## src/rtl/proc_control_fsm.sv

```systemverilog
// ============================================================================
//  Module      : proc_control_fsm
//  Description : Instruction fetch/decode/execute sequencer for the enhanced
//                processor; drives the one-hot bus mux and datapath strobes.
//  Revision    : 1.0 - initial release
// ============================================================================
`default_nettype none

module proc_control_fsm #(
    parameter int MEM_WAIT = 1
) (
    input  logic       Clock_i,
    input  logic       Resetn_i,
    input  logic       Run_i,
    input  logic [8:0] IR_i,
    input  logic       G_nz_i,
    output logic [9:0] muxSeletor_o,
    output logic       DINout_o,
    output logic       Gout_o,
    output logic [7:0] Rout_o,
    output logic [7:0] Rin_o,
    output logic       Ain_o,
    output logic       Gin_o,
    output logic       AddSub_o,
    output logic       IRin_o,
    output logic       ADDRin_o,
    output logic       DOUTin_o,
    output logic       W_D_o,
    output logic       incr_pc_o,
    output logic       Done_o
);

    typedef enum logic [2:0] {
        ST_IDLE   = 3'd0,
        ST_F_ADDR = 3'd1,
        ST_F_WAIT = 3'd2,
        ST_F_IR   = 3'd3,
        ST_EX1    = 3'd4,
        ST_EX2    = 3'd5,
        ST_WAIT   = 3'd6,
        ST_EX3    = 3'd7
    } state_t;

    localparam logic [1:0] WAIT_LAST = 2'((MEM_WAIT > 0) ? MEM_WAIT - 1 : 0);
    localparam logic       HAS_WAIT  = (MEM_WAIT > 0);

    localparam logic [9:0] SRC_DIN = 10'b00_0000_0001;
    localparam logic [9:0] SRC_G   = 10'b00_0000_0010;

    state_t     state_q, state_d;
    logic [1:0] wcnt_q, wcnt_d;

    logic [2:0] op_w, x_w, y_w;
    logic [7:0] rin_x_w;
    logic [9:0] src_rx_w, src_ry_w, src_r7_w;

    assign op_w     = IR_i[8:6];
    assign x_w      = IR_i[5:3];
    assign y_w      = IR_i[2:0];
    assign rin_x_w  = 8'b1 << x_w;
    assign src_rx_w = 10'b100 << x_w;
    assign src_ry_w = 10'b100 << y_w;
    assign src_r7_w = 10'b10_0000_0000;

    always_ff @(posedge Clock_i) begin
        if (!Resetn_i) begin
            state_q <= ST_IDLE;
            wcnt_q  <= 2'd0;
        end else begin
            state_q <= state_d;
            wcnt_q  <= wcnt_d;
        end
    end

    always_comb begin
        state_d      = state_q;
        wcnt_d       = wcnt_q;
        muxSeletor_o = 10'd0;
        Rin_o        = 8'd0;
        Ain_o        = 1'b0;
        Gin_o        = 1'b0;
        AddSub_o     = 1'b0;
        IRin_o       = 1'b0;
        ADDRin_o     = 1'b0;
        DOUTin_o     = 1'b0;
        W_D_o        = 1'b0;
        incr_pc_o    = 1'b0;
        Done_o       = 1'b0;

        case (state_q)
            ST_IDLE: begin
                if (Run_i) state_d = ST_F_ADDR;
            end
            ST_F_ADDR: begin
                muxSeletor_o = src_r7_w;
                ADDRin_o     = 1'b1;
                incr_pc_o    = 1'b1;
                state_d      = HAS_WAIT ? ST_F_WAIT : ST_F_IR;
            end
            ST_F_WAIT, ST_WAIT: begin
                if (wcnt_q == WAIT_LAST) begin
                    wcnt_d  = 2'd0;
                    state_d = (state_q == ST_F_WAIT) ? ST_F_IR : ST_EX3;
                end else begin
                    wcnt_d = wcnt_q + 2'd1;
                end
            end
            ST_F_IR: begin
                IRin_o  = 1'b1;
                state_d = ST_EX1;
            end
            ST_EX1: begin
                case (op_w)
                    3'b000: begin
                        muxSeletor_o = src_ry_w;
                        Rin_o        = rin_x_w;
                        Done_o       = 1'b1;
                    end
                    3'b001: begin
                        muxSeletor_o = src_r7_w;
                        ADDRin_o     = 1'b1;
                        incr_pc_o    = 1'b1;
                        state_d      = HAS_WAIT ? ST_WAIT : ST_EX3;
                    end
                    3'b010, 3'b011: begin
                        muxSeletor_o = src_rx_w;
                        Ain_o        = 1'b1;
                        state_d      = ST_EX2;
                    end
                    3'b100: begin
                        muxSeletor_o = src_ry_w;
                        ADDRin_o     = 1'b1;
                        state_d      = HAS_WAIT ? ST_WAIT : ST_EX3;
                    end
                    3'b101: begin
                        muxSeletor_o = src_ry_w;
                        ADDRin_o     = 1'b1;
                        state_d      = ST_EX2;
                    end
                    3'b110: begin
                        // mvnz without a nonzero G still retires, just with no transfer
                        if (G_nz_i) begin
                            muxSeletor_o = src_ry_w;
                            Rin_o        = rin_x_w;
                        end
                        Done_o = 1'b1;
                    end
                    default: Done_o = 1'b1;
                endcase
            end
            ST_EX2: begin
                if (op_w == 3'b101) begin
                    muxSeletor_o = src_rx_w;
                    DOUTin_o     = 1'b1;
                    W_D_o        = 1'b1;
                    Done_o       = 1'b1;
                end else begin
                    muxSeletor_o = src_ry_w;
                    Gin_o        = 1'b1;
                    AddSub_o     = op_w[0];
                    state_d      = ST_EX3;
                end
            end
            ST_EX3: begin
                muxSeletor_o = (op_w[2:1] == 2'b01) ? SRC_G : SRC_DIN;
                Rin_o        = rin_x_w;
                Done_o       = 1'b1;
            end
            default: state_d = ST_IDLE;
        endcase

        if (Done_o) state_d = Run_i ? ST_F_ADDR : ST_IDLE;
    end

    assign DINout_o = muxSeletor_o[0];
    assign Gout_o   = muxSeletor_o[1];
    assign Rout_o   = muxSeletor_o[9:2];

endmodule

`default_nettype wire

```

## config.mk

```make
export PLATFORM = sky130hd
export DESIGN_NAME = proc_control_fsm
export DESIGN_NICKNAME = d
export VERILOG_FILES = /design/src/rtl/proc_control_fsm.sv
export SDC_FILE = /design/constraint.sdc
export NUM_CORES = 1
export LEC_CHECK = 0
export BUFFER_PORTS_ARGS = -buffer_cell sky130_fd_sc_hd__buf_2
export CAP_MARGIN = 20
export CORE_MARGIN = 4
export CORE_UTILIZATION = 47
export CTS_BUF_LIST = sky130_fd_sc_hd__clkbuf_4
export DETAILED_ROUTE_END_ITERATION = 10
export PLACE_DENSITY = 0.82
export REMOVE_ABC_BUFFERS = 1
export SYNTH_ARGS = -nofsm -noshare
export SYNTH_HDL_FRONTEND = slang
export SYNTH_SLANG_ARGS = --single-unit
export TNS_END_PERCENT = 50
```

## constraint.sdc

```tcl
create_clock -name Clock_i -period 1.8 [get_ports Clock_i]
set_input_delay 0.27 -clock Clock_i [delete_from_list [all_inputs] [get_ports Clock_i]]
set_output_delay 0.27 -clock Clock_i [all_outputs]
set_load 0.01 [all_outputs]
```

# Yosys cells after proc, flatten, opt, wreduce, memory -nomap -nowiden
# Cells that the tools add are included.
# Widths: inputs -> output; s select.
dict set report totals {
  regBits 5
  in_bits 13
  word_cells 68
}
dict set report op_classes {
  n_addsub 1
  n_eq_ne 18
  shifts 3
  muxes 32
  n_reduce_logical 12
}
# operator count
set op_table {}
lappend op_table {{$pmux 10 s4} 2}
lappend op_table {{$pmux 8 s2} 2}
lappend op_table {{$eq 3x3->1 const B} 7}
lappend op_table {{$mux 10} 2}
lappend op_table {{$shl 3x3->10 const A} 2}
lappend op_table {{$pmux 3 s6} 1}
lappend op_table {{$mux 3} 5}
lappend op_table {{$mux 1} 13}
lappend op_table {{$eq 3x2->1 const B} 4}
lappend op_table {{$ne 3x3->1 const B} 3}
lappend op_table {{$reduce_or 3->1} 3}
lappend op_table {{$mux 8} 1}
lappend op_table {{$shl 1x3->8 const A} 1}
lappend op_table {{$reduce_bool 7->1} 1}
lappend op_table {{$eq 3x1->1 const B} 2}
lappend op_table {{$logic_not 3->1} 2}
lappend op_table {{$pmux 3 s2} 1}
lappend op_table {{$reduce_or 2->1} 3}
lappend op_table {{$reduce_and 5->1} 1}
lappend op_table {{$reduce_or 5->1} 1}
lappend op_table {{$mux 2} 2}
lappend op_table {{$ne 4x4->1 const B} 1}
lappend op_table {{$pmux 1 s2} 2}
lappend op_table {{$pmux 1 s3} 1}
lappend op_table {{3 further kinds} 3}

# Logic depth before layout (Yosys ltp)
dict set report depth {
  depth_word 6
  mapped_depth 7
  mapped_depth_nobuf 6
}

# Least setup slack after synthesis
# OpenSTA, ideal clock, no wires.
dict set report synth_path {
  kind {register to output}
  startpoint {register state_q[2]}
  endpoint {output muxSeletor_o[5]}
  t_arrival_ps 1459
  setup_slack_ps 71
  path_stages_with_launch 6
  path_buffers 1
  path_cell_list {dfxtp_1 nor2b_2 and3_1 a21oi_2 o32ai_2 buf_4}
}
dict set report synth_via {
  elab_chain_cells 2
  word_cells_on_any_way 5
  cone_classes {eq/ne: 4; mux: 1}
}
# item line_no
set synth_lines {}
lappend synth_lines {{start, declared} 50} ;# state_t state_q, state_d;
lappend synth_lines {{start signal, assigned} 70} ;# state_q <= state_d;
lappend synth_lines {{$eq 3x3->1 / $eq 3x1->1 (equally long branches)} 90} ;# case (state_q)
lappend synth_lines {{$pmux 10 s4 *} 90}
lappend synth_lines {{end, declared} 17} ;# output logic [9:0] muxSeletor_o,
# Every way passes the cells marked *; elsewhere a longest branch is shown, timed or not.

# Worst setup path in the final report
dict set report layout_path {
  startpoint {register state_q[1]}
  endpoint {output Rout_o[3]}
}
dict set report layout_via {
  elab_chain_cells 2
  word_cells_on_any_way 5
  cone_classes {eq/ne: 4; mux: 1}
}
# item line_no
set layout_lines {}
lappend layout_lines {{$eq 3x3->1 / $eq 3x1->1 (equally long branches)} 90}
lappend layout_lines {{$pmux 10 s4 *} 90}
lappend layout_lines {{end, declared} 20} ;# output logic [7:0] Rout_o,
# Marked as above.

==> metrics <==
DRC viols=0; clock skew=0.0003097 ns; max frequency=561.8 MHz; Initial Util=49.75%; synthesized cell area=985.9 sq um; Setup crit end kind=output port; Yosys reg bits=5; ranking of synthesized cells by area=dfxtp_1 (10%), buf_4 (9.9%), nor2_1 (4.9%); setup TNS=0 ns; max_cap viols=0; share of layout cells above drive strength 1=54.55%; Final Hold Vio Count=0; initial antenna violation count=0; CP max FO=6; H-tree Lvls=1; register area=106.4 sq um; Hold WC Path Type=input port to register; syn_area_per_cell=7.413 sq um; GRT Total Usage=17.42%; TritonCTS clock tree=built; Max clock buf depth=2; Slew Viols, Final=0; adder-cell area share of the yosys netlist=2.538%; Filler cells=182; Hold Crit Start=Run_i; WL/cell=13.45 um; largest family of logic cells by synthesized area=simple AND/OR/NAND/NOR gates; area share of the largest cell type after synthesis=10.15%; CP required=1.53 ns; hold depth=3; xor-xnor portion of the synthesized cell area=0%; status=completed; Yosys cell types=42; worst-path cell chain=nand2b_4, a311oi_4, a21oi_4, o32ai_2, buf_2; post-synthesis mux area share=2.284%; R2R depth=6; WL final=2730 um; height of the die=53.80 um; r2r startpoint=state_q[1]; vias=1121; Slew Limit Headroom=80.23%; DP HPWL=1996 um; grt total ovfl=0; clock sinks=5; CTS clock-pin slew for the worst setup and hold paths=0.04 ns; Yosys top cell by area=dfxtp_1; die area=2894 sq um; WHS=0.2696 ns; Post-Syn Instances=133; site row count=16; CP Launch Type=register; reg-to-reg endpoint=state_q[0]; Final Cycle Share=98.89%; simple-gate share of the synthesized area=39.72%; Post-CTS Hold Buffers=0; Area Growth Syn to Fin=34.77%; IO Pins=50; DR vias/cell=5.522; first-pass GRT wire length=3753 um; first-pass iteration count of the detailed router=4; post-layout util=67.05%; core area=1982 sq um; compound-cell area share of the yosys netlist=25.76%; port buffer count=49; Iter 0 DRT Violations=14; fin nets=192; TritonCTS buffer count=3; ant diodes=0; YS warnings=0; largest net degree at the start of global routing=14; vias in the first global route=875; critical path class=register to output port; ANT nets after route=0; final worst slack=0.01999 ns; register area share after synthesis=10.15%; Final Critical Period=1.780 ns; area of the multi-input gates=784.5 sq um; Tightest Pin Transition=0.2960 ns; RSZ-0062 raised after global routing=true; Final setup viols=0; crit-path max cell delay=0.32 ns; post-place setup slack=0.04809 ns; root buffer cell=clkbuf_4; Crit path arrival time=1.51 ns; GPL Wtd Cong=0.8767; slowest CP cell=dfxtp_2; Reg2Reg Setup Slack=0.50 ns; Worst path top cell family by delay=compound AO/OA/AOI/OAI gates; worst min-delay path endpoint=state_q[0]; Die Wd=53.80 um; WP buf/inv=1; PD cells=448.4 nW/um^2; leakage power=0.6410 nW; Worst-Skew Late Latency=0.24 ns; maximum vdd ir drop=0.4304 mV
-- layout by cell type, fill, tap and decap left out, types with 2 or more instances in the layout --
| master | n |
|---|---|
| inv_1 | 8 |
| a31oi_1 | 2 |
| nor3_1 | 3 |
| ha_1 | 2 |
| clkbuf_4 | 4 |
| buf_2 | 49 |
| nor2b_1 | 6 |
| o22ai_2 | 4 |
| dfxtp_1 | 2 |
| nor3_2 | 8 |
| nand2b_1 | 5 |
| dfxtp_2 | 2 |
| or3_1 | 3 |
| nand3b_1 | 4 |
| nand2_1 | 7 |
| o22ai_1 | 3 |
| nand2b_4 | 2 |
| buf_4 | 9 |
| o21ai_1 | 3 |
| nor2_1 | 13 |
| and3_1 | 3 |
| a21oi_1 | 5 |
| nand3_1 | 3 |
-- worst max path at each step --
| stage | startpoint | endpoint | slack [ns] | cells after the start |
|---|---|---|---|---|
| floorplan | state_q[2] | Rout_o[3] | -0.07 | 4 |
| global placement | state_q[0] | muxSeletor_o[4] | 0.10 | 4 |
| detailed placement | state_q[0] | muxSeletor_o[6] | 0.05 | 4 |
| CTS | state_q[1] | Rout_o[0] | -0.01 | 6 |
| global route | state_q[0] | muxSeletor_o[9] | -0.06 | 5 |
| finish | state_q[1] | Rout_o[3] | 0.02 | 5 |
-- Yosys cell counts --
master and n:
buf_4 13, nor2_1 13, inv_1 8, nand2_1 7, nor3_1 7, nor2b_1 6, o22ai_1 6, a21oi_1 5
dfxtp_1 5, nand2b_1 5, and3_1 4, buf_2 4, buf_6 4, nand3b_1 4, nor3_2 4, nand3_1 3
o21ai_1 3, or3_1 3, a21oi_2 2, a311oi_2 2, a31oi_1 2, ha_1 2, nand2b_2 2, a2111oi_2 1
a21bo_1 1, a311o_1 1, a32oi_1 1, and2_1 1, and3b_1 1, mux2i_4 1, nand3_2 1, nand3b_4 1
nand4_1 1, nor2b_2 1, o211a_1 1, o211ai_1 1, o211ai_2 1, o21ai_0 1, o22ai_2 1, o32ai_2 1
o41ai_1 1, or2_2 1
-- metal layers --
metal	global-route usage (%)	share of wire, %
met2	32.26	52
met4	7.660	1.0
met3	1.939	7.8
met5	0	0
met1	19.67	40
-- worst min-delay path, stage by stage --
cell     delay (ns)
buf_2          0.11
nand2_1        0.05
o21ai_1        0.04
-- repair_timing --
action,in CTS,in global routing
endpoints found under the setup margin,21,20
setup buffers,0,5
cloned,0,0
resized for setup,10,13
pin swaps,4,4
-- metrics by stage --
stage | power (mW) | cells | cell area [sq um]
3_5_place_dp | 0.3808 | 194 | 1147
6_report | 0.5958 | 203 | 1329
4_1_cts | 0.5440 | 198 | 1214
5_1_grt | 0.6349 | 203 | 1329
2_1_floorplan | 0.2806 | 112 | 823.3
3_3_place_gp | 0.3748 | 194 | 1147
-- report_power, final --
| group | internal [mW] | switching [mW] |
|---|---|---|
| clock | 0.0988 | 0.0459 |
| sequential | 0.122 | 0.0167 |
| combinational | 0.149 | 0.163 |
| total | 0.370 | 0.225 |
-- registers in the layout (all words and copies together), names as in the netlist --
register / cells
state_q: 3
wcnt_q: 2
-- logic make-up after synthesis --
kind of cell    Yosys count
flops                     5
compound gates           31
buf+inv                  29
simple gates             65
fa+ha+maj                 2
mux                       1
-- final cells by class --
cell class              instances  area share (%)
well taps                      27           2.542
clock buffers                   4           2.260
repair buffers                 60           25.89
multi-input cells              99           59.04
inverters                       8           2.260
flip-flops and latches          5           8.004
Note: power is estimated with default switching activity, not from simulation.
